===== src/rtl/pad_event_scheduler.sv =====
// Dance-pad front end: per-lane sync + debounce, press detection, and a
// round-robin serialiser that hands one lane event per valid/ready handshake.
module pad_event_scheduler #(
   parameter int unsigned DEBOUNCE = 4
) (
   input  logic       clk,
   input  logic       reset,
   input  logic [4:0] pad,
   input  logic       enable,
   input  logic       evt_ready,
   output logic       evt_valid,
   output logic [2:0] evt_code,
   output logic [4:0] lanes_held,
   output logic       overrun,
   input  logic       overrun_clr
);

   localparam int unsigned NUM_LANES = 5;
   localparam int unsigned CODE_W    = 3;
   localparam int unsigned CNT_W     = $clog2(DEBOUNCE) + 1;
   localparam logic [CNT_W-1:0] CNT_MAX = CNT_W'(DEBOUNCE - 1);

   typedef enum logic {
      IDLE,
      PRESENT
   } state_e;

   state_e                 state_q, state_d;
   logic [NUM_LANES-1:0]   sync1_q, sync2_q;
   logic [NUM_LANES-1:0]   stable_q, stable_d;
   logic [CNT_W-1:0]       cnt_q [NUM_LANES];
   logic [CNT_W-1:0]       cnt_d [NUM_LANES];
   logic [NUM_LANES-1:0]   pending_q, pending_d;
   logic [CODE_W-1:0]      rr_last_q, rr_last_d;
   logic                   evt_valid_q, evt_valid_d;
   logic [CODE_W-1:0]      evt_code_q, evt_code_d;
   logic                   overrun_q, overrun_d;

   logic [NUM_LANES-1:0]   rise_c;
   logic [NUM_LANES-1:0]   press_c;
   logic                   found_c;
   logic [CODE_W-1:0]      grant_lane_c;
   logic [CODE_W-1:0]      search_idx_c;
   logic                   do_grant_c;
   logic [NUM_LANES-1:0]   grant_mask_c;

   // Lane index base+k, wrapping modulo the lane count (base is always 0..4).
   function automatic logic [CODE_W-1:0] wrap_add(input logic [CODE_W-1:0] base,
                                                  input int unsigned       k);
      logic [CODE_W:0] sum;
      sum = (CODE_W+1)'(base) + (CODE_W+1)'(k);
      if (sum >= (CODE_W+1)'(NUM_LANES)) sum = sum - (CODE_W+1)'(NUM_LANES);
      return sum[CODE_W-1:0];
   endfunction

   // Debounce: stable flips only after DEBOUNCE consecutive differing samples.
   always_comb begin
      stable_d = stable_q;
      rise_c   = '0;
      for (int i = 0; i < NUM_LANES; i++) begin
         cnt_d[i] = '0;
         if (sync2_q[i] != stable_q[i]) begin
            if (cnt_q[i] == CNT_MAX) begin
               stable_d[i] = sync2_q[i];
               rise_c[i]   = sync2_q[i];
            end else begin
               cnt_d[i] = cnt_q[i] + CNT_W'(1);
            end
         end
      end
   end

   assign press_c = rise_c & {NUM_LANES{enable}};

   // Round-robin search starting just after the last granted lane.
   always_comb begin
      found_c      = 1'b0;
      grant_lane_c = '0;
      search_idx_c = '0;
      for (int unsigned k = 1; k <= NUM_LANES; k++) begin
         search_idx_c = wrap_add(rr_last_q, k);
         if (!found_c && pending_q[search_idx_c]) begin
            found_c      = 1'b1;
            grant_lane_c = search_idx_c;
         end
      end
   end

   // Next-state and output logic for the presentation FSM.
   always_comb begin
      state_d     = state_q;
      evt_valid_d = evt_valid_q;
      evt_code_d  = evt_code_q;
      rr_last_d   = rr_last_q;
      do_grant_c  = 1'b0;

      unique case (state_q)
         IDLE: begin
            if (found_c) begin
               do_grant_c = 1'b1;
               state_d    = PRESENT;
            end
         end
         PRESENT: begin
            if (evt_ready) begin
               if (found_c) begin
                  do_grant_c = 1'b1;
               end else begin
                  state_d     = IDLE;
                  evt_valid_d = 1'b0;
                  evt_code_d  = '0;
               end
            end
         end
         default: state_d = IDLE;
      endcase

      grant_mask_c = '0;
      if (do_grant_c) begin
         evt_valid_d  = 1'b1;
         evt_code_d   = grant_lane_c + CODE_W'(1);
         rr_last_d    = grant_lane_c;
         grant_mask_c = NUM_LANES'(1) << grant_lane_c;
      end

      // A press on the lane being granted re-arms it; on any other pending lane it merges.
      pending_d = (pending_q & ~grant_mask_c) | press_c;
      overrun_d = (|(press_c & pending_q & ~grant_mask_c)) | (overrun_q & ~overrun_clr);
   end

   always_ff @(posedge clk) begin
      if (reset) begin
         state_q     <= IDLE;
         sync1_q     <= '0;
         sync2_q     <= '0;
         stable_q    <= '0;
         pending_q   <= '0;
         rr_last_q   <= CODE_W'(4);
         evt_valid_q <= 1'b0;
         evt_code_q  <= '0;
         overrun_q   <= 1'b0;
         for (int i = 0; i < NUM_LANES; i++) cnt_q[i] <= '0;
      end else begin
         state_q     <= state_d;
         sync1_q     <= pad;
         sync2_q     <= sync1_q;
         stable_q    <= stable_d;
         pending_q   <= pending_d;
         rr_last_q   <= rr_last_d;
         evt_valid_q <= evt_valid_d;
         evt_code_q  <= evt_code_d;
         overrun_q   <= overrun_d;
         for (int i = 0; i < NUM_LANES; i++) cnt_q[i] <= cnt_d[i];
      end
   end

   assign evt_valid  = evt_valid_q;
   assign evt_code   = evt_code_q;
   assign lanes_held = stable_q;
   assign overrun    = overrun_q;

endmodule


===== config.mk =====
export PLATFORM = sky130hd
export DESIGN_NAME = pad_event_scheduler
export DESIGN_NICKNAME = d
export VERILOG_FILES = /design/src/rtl/pad_event_scheduler.sv
export SDC_FILE = /design/constraint.sdc
export NUM_CORES = 1
export LEC_CHECK = 0
export CORE_ASPECT_RATIO = 1.1
export CORE_MARGIN = 2
export CORE_UTILIZATION = 54
export DETAILED_ROUTE_END_ITERATION = 8
export GPL_TIMING_DRIVEN = 0
export PLACE_DENSITY = 0.77
export SYNTH_ARGS = -nofsm -noshare
export SYNTH_HDL_FRONTEND = slang
export SYNTH_SLANG_ARGS = --single-unit

===== constraint.sdc =====
create_clock -name clk -period 3.58 [get_ports clk]
set_input_delay 1.074 -clock clk [delete_from_list [all_inputs] [get_ports clk]]
set_output_delay 1.074 -clock clk [all_outputs]
set_load 0.02 [all_outputs]

Yosys cells after proc, flatten, opt, wreduce, memory -nomap -nowiden
Memory sizes are Yosys's and may differ from the RTL's.
Index checks and enable logic that the tools add are counted.
{"block": "totals", "regBits": 29, "ramBits": 15, "word_cells": 151, "memories": 1}
{"block": "classes", "add_sub_neg": 16, "n_lt_le_gt_ge": 10, "eq_ne": 11, "n_shift": 1, "n_mux": 67, "n_bitwise": 15, "n_reduce_logical": 17}
{"name": "cnt_q", "words": 5, "word_bits": 3, "read_ports": 5, "rd_ports_with_merged_regs": 0, "write_ports": 5, "line": "31", "text": "logic [CNT_W-1:0] cnt_q [NUM_LANES];"}
{"cell": "3-bit two-way mux", "count": 29}
{"cell": "1-bit two-way mux", "count": 30}
{"cell": "5-bit bitwise AND", "count": 4}
{"cell": "4-bit by 3-bit greater-or-equal comparator with 1-bit output (second input constant)", "count": 5}
{"cell": "3-bit by 4-bit less-than comparator with 1-bit output (second input constant)", "count": 5}
{"cell": "3-bit by 1-bit adder with 3-bit output (second input constant)", "count": 6}
{"cell": "1-bit binary-select mux with 3-bit select", "count": 5}
{"cell": "3-bit by 2-bit == test with 1-bit output (second input constant)", "count": 5}
{"cell": "3-bit subtractor (second input constant)", "count": 5}
{"cell": "2-bit AND reduction", "count": 5}
{"cell": "3-bit by 2-bit adder with 4-bit output (second input constant)", "count": 2}
{"cell": "3-bit by 3-bit adder with 4-bit output (second input constant)", "count": 2}
{"cell": "1-bit OR", "count": 6}
{"cell": "5-bit two-way mux", "count": 1}
{"cell": "1-bit inequality test", "count": 5}
{"cell": "5-bit NOT", "count": 1}
{"cell": "5-bit OR", "count": 1}
{"cell": "5-bit OR reduction", "count": 1}
{"cell": "1-bit by 3-bit left shift with 5-bit output (first input constant)", "count": 1}
{"cell": "3-bit by 1-bit adder with 4-bit output (second input constant)", "count": 1}
{"cell": "1-bit logical AND", "count": 4}
{"cell": "1-bit logical NOT", "count": 4}
{"cell": "1-bit one-hot mux with 2 select lines", "count": 2}
{"cell": "2-bit nonzero test", "count": 2}
{"cell": "other kinds (4)", "count": 5}

Logic depth before layout (Yosys ltp)
Gate-level depths: netlist (run 1).
{"block": "depth", "word_depth": 26, "mapped_depth": 20, "ltp_nobuf": 18}

Worst setup path before layout (run 1)
OpenSTA, ideal clock, no wires.
{"block": "synth_path", "path_kind": "register to register", "startpoint": "register rr_last_q[0]", "endpoint": "register overrun_q (netlist: overrun)", "setup_time_ns": 0.132, "arrival_ns": 3.643, "required_ns": 3.448, "slack_ns": -0.195, "stages_incl_launch_ff": 20, "n_path_buf": 2, "cell_sequence": "dfxtp_1 inv_1 buf_2 ha_1 inv_1 fa_1 buf_4 or4_4 and2_1 o22a_4 o32ai_1 o22a_1 a21oi_1 mux2_2 inv_1 ha_1 ha_1 a21oi_1 nor3_2 a41oi_2"}
{"block": "synth_between", "elab_cells_between_ends": 57, "cone_classes": "add/sub (10); order compare (5); shift (1); mux (29); bitwise (3); reduce/logical (9)"}
{"element": "start: declaration", "line": "34", "text": "logic [CODE_W-1:0] rr_last_q, rr_last_d;"}
{"element": "start signal: assignment", "line": "149", "text": "rr_last_q <= rr_last_d;"}
{"element": "3-bit by 1-bit adder with 4-bit output", "line": "51", "text": "sum = (CODE_W+1)'(base) + (CODE_W+1)'(k);"}
{"element": "4-bit by 3-bit greater-or-equal comparator with 1-bit output / 3-bit subtractor (equally long branches)", "line": "52", "text": "if (sum >= (CODE_W+1)'(NUM_LANES)) sum = sum - (CODE_W+1)'(NUM_LANES);"}
{"element": "3-bit two-way mux", "line": "52"}
{"element": "1-bit binary-select mux with 3-bit select", "line": "82", "text": "if (!found_c && pending_q[search_idx_c]) begin"}
{"element": "1-bit two-way mux (implied by the code)", "line": "82"}
{"element": "1-bit two-way mux", "line": "82"}
{"element": "1-bit logical NOT", "line": "82"}
{"element": "1-bit logical AND", "line": "82"}
{"element": "[... 9 more ...]"}
{"element": "3-bit two-way mux *", "line": "82"}
{"element": "named net grant_lane_c[0]", "line": "42", "text": "logic [CODE_W-1:0] grant_lane_c;"}
{"element": "1-bit by 3-bit left shift with 5-bit output *", "line": "123", "text": "grant_mask_c = NUM_LANES'(1) << grant_lane_c;"}
{"element": "5-bit two-way mux *", "line": "119", "text": "if (do_grant_c) begin"}
{"element": "5-bit NOT *", "line": "128", "text": "overrun_d = (|(press_c & pending_q & ~grant_mask_c)) | (overrun_q & ~overrun_clr);"}
{"element": "5-bit bitwise AND *", "line": "128"}
{"element": "5-bit OR reduction *", "line": "128"}
{"element": "1-bit OR *", "line": "128"}
{"element": "end signal: assignment", "line": "152", "text": "overrun_q <= overrun_d;"}
{"element": "end: declaration", "line": "37", "text": "logic overrun_q, overrun_d;"}
Mark *: on every way through the listed nets, which the timed path passes. The rest lies on a longest branch. The select of a mux whose other input is x is not followed.
A chain may end at the register's enable or synchronous reset.

Worst setup path in the final report (run 1)
{"block": "layout_path", "startpoint": "register rr_last_q[2]", "endpoint": "register overrun_q (netlist: overrun)"}
{"block": "layout_between", "elab_chain_cells": 26, "elab_cells_between_ends": 57, "cone_classes": "add/sub (10); order compare (5); shift (1); mux (29); bitwise (3); reduce/logical (9)"}
{"element": "3-bit by 1-bit adder with 4-bit output", "line": "51"}
{"element": "4-bit by 3-bit greater-or-equal comparator with 1-bit output / 3-bit subtractor (equally long branches)", "line": "52"}
{"element": "3-bit two-way mux", "line": "52"}
{"element": "1-bit binary-select mux with 3-bit select", "line": "82"}
{"element": "1-bit two-way mux (implied by the code)", "line": "82"}
{"element": "1-bit two-way mux", "line": "82"}
{"element": "1-bit logical NOT", "line": "82"}
{"element": "1-bit logical AND", "line": "82"}
{"element": "[... 10 more ...]"}
{"element": "1-bit two-way mux", "line": "99, 106"}
{"element": "1-bit two-way mux", "line": "105", "text": "if (evt_ready) begin"}
{"element": "1-bit one-hot mux with 2 select lines", "line": "97", "text": "unique case (state_q)"}
{"element": "5-bit two-way mux *", "line": "119"}
{"element": "5-bit NOT *", "line": "128"}
{"element": "5-bit bitwise AND *", "line": "128"}
{"element": "5-bit OR reduction *", "line": "128"}
{"element": "1-bit OR *", "line": "128"}
Every way passes the cells marked *; elsewhere a longest branch is shown, timed or not. The select of a mux whose other input is x is not followed.

==> results.cfg, run 1 <==
[outcome]
outcome = finished with violations
violations = setup timing

[synthesis]
synth_warnings = 0
syn_area_um2 = 2980
synth_fp_nets = 378
avgSynthCellArea_um2 = 8.72
synth-seq-cells = 44
synth_ff_type = dfxtp_1
yosysSeqAreaShare = 0.295
synth_top_area_frac = 0.295
synthTopCellsByArea = dfxtp_1, ha_1, nor2_1
synth.distinct_cells = 77
synth_cells = 342
synth_top_cell_by_area = dfxtp_1
synth_edf_count = 0
synthArstFlopShare = 0

[worst_setup_path]
crit_end = overrun
reg2regPathDepth = 17
r2r_start = rr_last_q[2]
timing.rr.end = overrun
critical_path.startpoint = rr_last_q[2]
start_kind = register
cp_max_fo = 9
r2r_slack_ns = -0.01
crit_required_ns = 3.81
critPathArrivalTime_ns = 3.82
critPathKind = reg2reg
endpoint_kind = register

[cells_and_area]
antennaDiodeCount = 0
final_nets = 424
area_growth_pct = 27.9
design_area_um2 = 3810
final_cells = 464
layout-drive-gt1-share = 0.242

[pwr]
p_sw_frac = 0.443
ir_drop_mv = 0.769
finalPower_mw = 3.36
intPower_mw = 1.87
combPwrFrac = 0.710
power_switching_mw = 1.49
p_seq_frac = 0.168
clkPwrFrac = 0.122
p_per_area_nw_per_um2 = 882
power_leakage_nw = 1.43

[placement]
dpl.hpwl_um = 5170
gp_congestion = 0.952
dp_slack_ns = -0.546
dp.cells = 436
io_buffers = 19
placed_cell_area_um2 = 3310

[timing]
period_share = 1.00
clock_skew_ns = 0.0105
rsz0062_at_grt = true
final.min_clock_period_ns = 3.59
slew-limit-headroom = 0.580
postLayoutSetupSlackWorst_ns = -0.0102
final-setup-viol-count = 1
fmax_mhz = 279
finalHoldViolCount = 0
worstMarginPinSlew_ns = 0.615
slew_viol_final = 0
fin_hold_ws_ns = 0.421

[detailed_routing]
drt_iter0_drc = 175
wl_per_cell_um = 16.6
vias = 2696
vias_per_cell = 5.81
drc = 0
ant_nets = 0
first_pass_iters = 5
wirelength_um = 7700

[global_routing]
grt_max_degree = 14
overflow = 0
grt_pass1_vias = 2643
antenna_found_initial = 0
grt_pass1_wl_um = 12300
grt_util_all_layers = 0.261

[cts]
cts_buffer_depth = 2
cts_buffers = 5
root_buffer = clkbuf_8
cts_sinks = 44
clkTransAtPathRegs_ns = 0.08
h-tree-depth = 2
tritoncts = built
worstSkewPairLatency_ns = 0.30

[hold_path]
min_from = cnt_q[0][0]
hold_class = reg2reg
min_path_cells = 1

[floorplan]
start_util = 0.556
fp.dieArea_um2 = 6130
die_h_um = 81.9
coreArea_um2 = 5360
ios = 20
std_cell_rows = 28
die_x_um = 74.9

[flow_run]
max_cap_viol_count = 0
-- synthesized netlist by cell type, drive strengths merged, types with 3 or more instances --
| cell type | number |
|---|---|
| nor3 | 7 |
| buf | 11 |
| nor3b | 3 |
| or3b | 3 |
| or3 | 3 |
| nor2b | 24 |
| a311oi | 3 |
| o21ai | 11 |
| dfxtp | 44 |
| clkbuf | 7 |
| nand2 | 16 |
| o211ai | 5 |
| nand3 | 10 |
| a2111oi | 3 |
| nand4 | 4 |
| a21oi | 16 |
| a32oi | 5 |
| nand2b | 5 |
| and2b | 3 |
| nor2 | 40 |
| mux2i | 14 |
| a21o | 3 |
| ha | 25 |
| xnor2 | 3 |
| inv | 25 |
-- critical path, stage by stage, from the launching register on --
cell and delay, ns:
dfxtp_4 0.36, buf_4 0.16, buf_6 0.12, inv_2 0.09, ha_4 0.21, buf_6 0.13, xor2_2 0.18, or2_4 0.27
a32oi_2 0.23, o22ai_2 0.13, a21oi_4 0.20, mux2i_1 0.27, a21oi_1 0.10, mux2_4 0.32, ha_4 0.18, nand3_4 0.06
or3b_1 0.37, a41oi_2 0.15
-- power by group through the flow --
stage	registers, mW	logic, mW	clock network, mW
finish	0.564	2.39	0.411
detailed placement	0.600	1.71	0
CTS	0.562	2.24	0.417
floorplan	0.590	1.37	0
global route	0.567	2.56	0.430
global placement	0.597	1.69	0
-- worst min path at each step --
stage                              to  slack [ns]
after floorplan           cnt_q[0][0]        0.40
after CTS                 cnt_q[0][0]        0.42
final                     cnt_q[0][0]        0.42
after global placement    cnt_q[0][0]        0.41
after detailed placement  cnt_q[0][0]        0.41
after global routing      cnt_q[0][9]        0.44
-- registers in the layout, indices dropped and copies added, names as in the netlist --
signal,flops
state_q,1
evt_code,3
sync2_q,5
pending_q,5
cnt_q,15
overrun,1
sync1_q,5
evt_valid,1
rr_last_q,3
lanes_held,5
-- stage by stage --
step                TNS [ns]   util
detailed placement     -2.27  0.617
global route          -0.105  0.711
global placement       -1.92  0.617
finish               -0.0102  0.711
CTS                        0  0.699
floorplan                  0      -
-- placed cells by master (no fill, tap or decap), drive strengths merged, types with 3 or more instances in the layout --
cell           count
dfxtp             44
nor2              40
buf               30
inv               25
ha                25
nor2b             24
clkdlybuf4s50     19
nand2             16
a21oi             16
mux2i             14
clkbuf            14
o21ai             11
nand3             10
nor3               7
nand2b             5
o211ai             5
a32oi              5
nand4              4
or3                3
xnor2              3
a21o               3
nor3b              3
or3b               3
and2b              3
a2111oi            3
a311oi             3
-- area by class of cell --
class	instances	area, um2
Multi-Input combinational cell	255	2100
Fill cell	426	1550
Sequential cell	44	892
Timing Repair Buffer	42	380
Buffer	15	116
Inverter	25	101
Clock buffer	7	96.3
Tap cell	75	93.8
Clock inverter	1	30.0
-- timing repair --
action                                  CTS  global route
pin swaps                                13             5
setup buffers                            18             5
hold endpoints to repair                  0             0
endpoints found under the setup margin    8             6
gates resized for setup                  36            10
hold buffers                              0             0
cloned                                    0             0
-- routing by layer --
metal	up-vias	global-route usage	wire length, um
li1	1302	-	-
met3	22	0.0356	409
met5	-	0	0
met2	90	0.472	3950
met1	1282	0.300	3080
met4	0	0.120	260
-- logic make-up after synthesis --
group,count (synthesis),synth area share
buf+inv,43,0.0701
simple gates,131,0.240
mux,16,0.0558
xor+xnor,5,0.0147
fa+ha+maj,26,0.112
compound gates,77,0.212
flops,44,0.295
No activity file was read; power rests on OpenSTA's default activity.
==> inputs of run 2 (changes only) <==
CTS_CLUSTER_DIAMETER = 60   (was default)
==> results of run 2 <==
No change in the layout: final DEF, timing and power equal those of run 1.
==> inputs of run 3 (changes only) <==
CORE_UTILIZATION = 55   (was 54)
CTS_BUF_LIST = sky130_fd_sc_hd__clkbuf_8   (was default)
CTS_CLUSTER_SIZE = 12   (was default)
PLACE_DENSITY = 0.78   (was 0.77)
==> results.cfg, run 3 (synthesis results as in run 1) <==
[worst_setup_path]
cpMostUsedCell = ha_1
timing.rr.end = overrun
critPathKind = reg2reg
slowest_stage = dfxtp_4
endpoint_kind = register
cp_max_fo = 10
r2r_start = rr_last_q[0]
crit_required_ns = 3.80
critical-path-top-delay-family = compound AO/OA/AOI/OAI gates
path_buf_inv = 3
critPathArrivalTime_ns = 3.80
start_kind = register
crit_chain = buf_4, ha_1, buf_2, or3b_1, o21a_1, a21o_1, o21ai_1, nand4_1, o211ai_4, inv_1, ha_1, a311o_2, a41oi_2
r2r_slack_ns = 0.002
reg2regPathDepth = 13
slowest_delay_ns = 0.38

[pwr]
p_per_area_nw_per_um2 = 861
power_switching_mw = 1.48
power_leakage_nw = 1.41
p_seq_frac = 0.174
clkPwrFrac = 0.098
finalPower_mw = 3.25
intPower_mw = 1.77
p_sw_frac = 0.456
ir_drop_mv = 0.598
combPwrFrac = 0.728

[cells_and_area]
final_common_cell = dfxtp_1
antennaDiodeCount = 0
fillers = 395
largest_reg_flops = 15
layout-drive-gt1-share = 0.242
final_nets = 423
mostFrequentLayoutCells = dfxtp_1, nor2_1, nor2b_1
largest_register = cnt_q
area_growth_pct = 26.5

[placement]
gp_congestion = 0.918
dpl.hpwl_um = 5090
io_buffers = 19
dp_slack_ns = -0.613

[detailed_routing]
vias = 2654
drt_iter0_drc = 236
drc = 0
wirelength_um = 7390
wl_per_cell_um = 16.0
vias_per_cell = 5.73
first_pass_iters = 4
ant_nets = 0

[cts]
cts_sinks = 44
cts_buffers = 5
worstSkewPairLatency_ns = 0.29
tritoncts = built
root_buffer = clkbuf_8
h-tree-depth = 2
clkTransAtPathRegs_ns = 0.09
cts_buffer_depth = 2

[timing]
slew-limit-headroom = 0.587
period_share = 0.999
final.min_clock_period_ns = 3.58
worstMarginPinSlew_ns = 0.604
fmax_mhz = 279
finalHoldViolCount = 0
clock_skew_ns = 0.0102
rsz0062_at_grt = true
fin_setup_tns_ns = 0
postLayoutSetupSlackWorst_ns = 0.00191
final-setup-viol-count = 0
slew_viol_final = 0
fin_hold_ws_ns = 0.421

[global_routing]
grt_max_degree = 14
antenna_found_initial = 0
grt_util_all_layers = 0.252
grt_pass1_wl_um = 11700
grt_pass1_vias = 2559
overflow = 0

[hold_path]
min_path_cells = 1
min_from = cnt_q[0][12]
hold_end = cnt_q[0][12]
hold_class = reg2reg

[floorplan]
std_cell_rows = 28
fp.dieArea_um2 = 6030
start_util = 0.564
die_x_um = 74.2
coreArea_um2 = 5290
die_h_um = 81.2
ios = 20

[flow_run]
max_cap_viol_count = 0

[outcome]
outcome = finished clean
==> run 3: power groups by stage <==
stage / sequential (mW) / combinational, mW / clock [mW]
2_1_floorplan: 0.590 / 1.37 / 0
3_3_place_gp: 0.596 / 1.67 / 0
3_5_place_dp: 0.599 / 1.71 / 0
4_1_cts: 0.560 / 2.14 / 0.321
5_1_grt: 0.566 / 2.53 / 0.338
6_report: 0.564 / 2.36 / 0.319
==> run 3: worst max path at each step <==
stage / from / endpoint / slack (ns) / depth (start not counted)
3_3_place_gp: rr_last_q[1] / overrun / -0.49 / 17
3_5_place_dp: rr_last_q[1] / overrun / -0.61 / 18
2_1_floorplan: rr_last_q[1] / overrun / 0.004 / 18
6_report: rr_last_q[0] / overrun / 0.002 / 13
5_1_grt: rr_last_q[2] / overrun / -0.1 / 19
4_1_cts: rr_last_q[0] / overrun / 0.02 / 17
==> run 3: stage by stage <==
step / area, um2 / cells / util
3_5_place_dp: 3310 / 436 / 0.625
2_1_floorplan: 3020 / 342 / -
4_1_cts: 3680 / 461 / 0.697
6_report: 3770 / 463 / 0.713
5_1_grt: 3770 / 463 / 0.713
3_3_place_gp: 3310 / 436 / 0.625
==> run 3: metal layers <==
layer	wire length, um	share of wire	GRT usage	up-vias
met2	3840	0.52	0.449	76
met5	0	0	0	-
met3	279	0.038	0.0236	17
met4	204	0.028	0.124	0
li1	-	-	-	1306
met1	3070	0.41	0.298	1255
==> run 3: final cells by class <==
class                   instances  area [um2]  area share
inverters                      25         106      0.0282
clock inverters                 2        10.0     0.00265
clock buffers                   6        82.6      0.0219
well taps                      75        93.8      0.0249
repair buffers                 41         367      0.0972
flip-flops and latches         44         892       0.236
plain buffers                  15         121      0.0322
multi-input cells             255        2100       0.557
==> run 3: what timing repair did <==
item	in CTS	in global routing
setup endpoints to repair	8	5
pin swaps	11	16
hold buffers	0	0
resized for setup	33	18
setup buffers	19	3
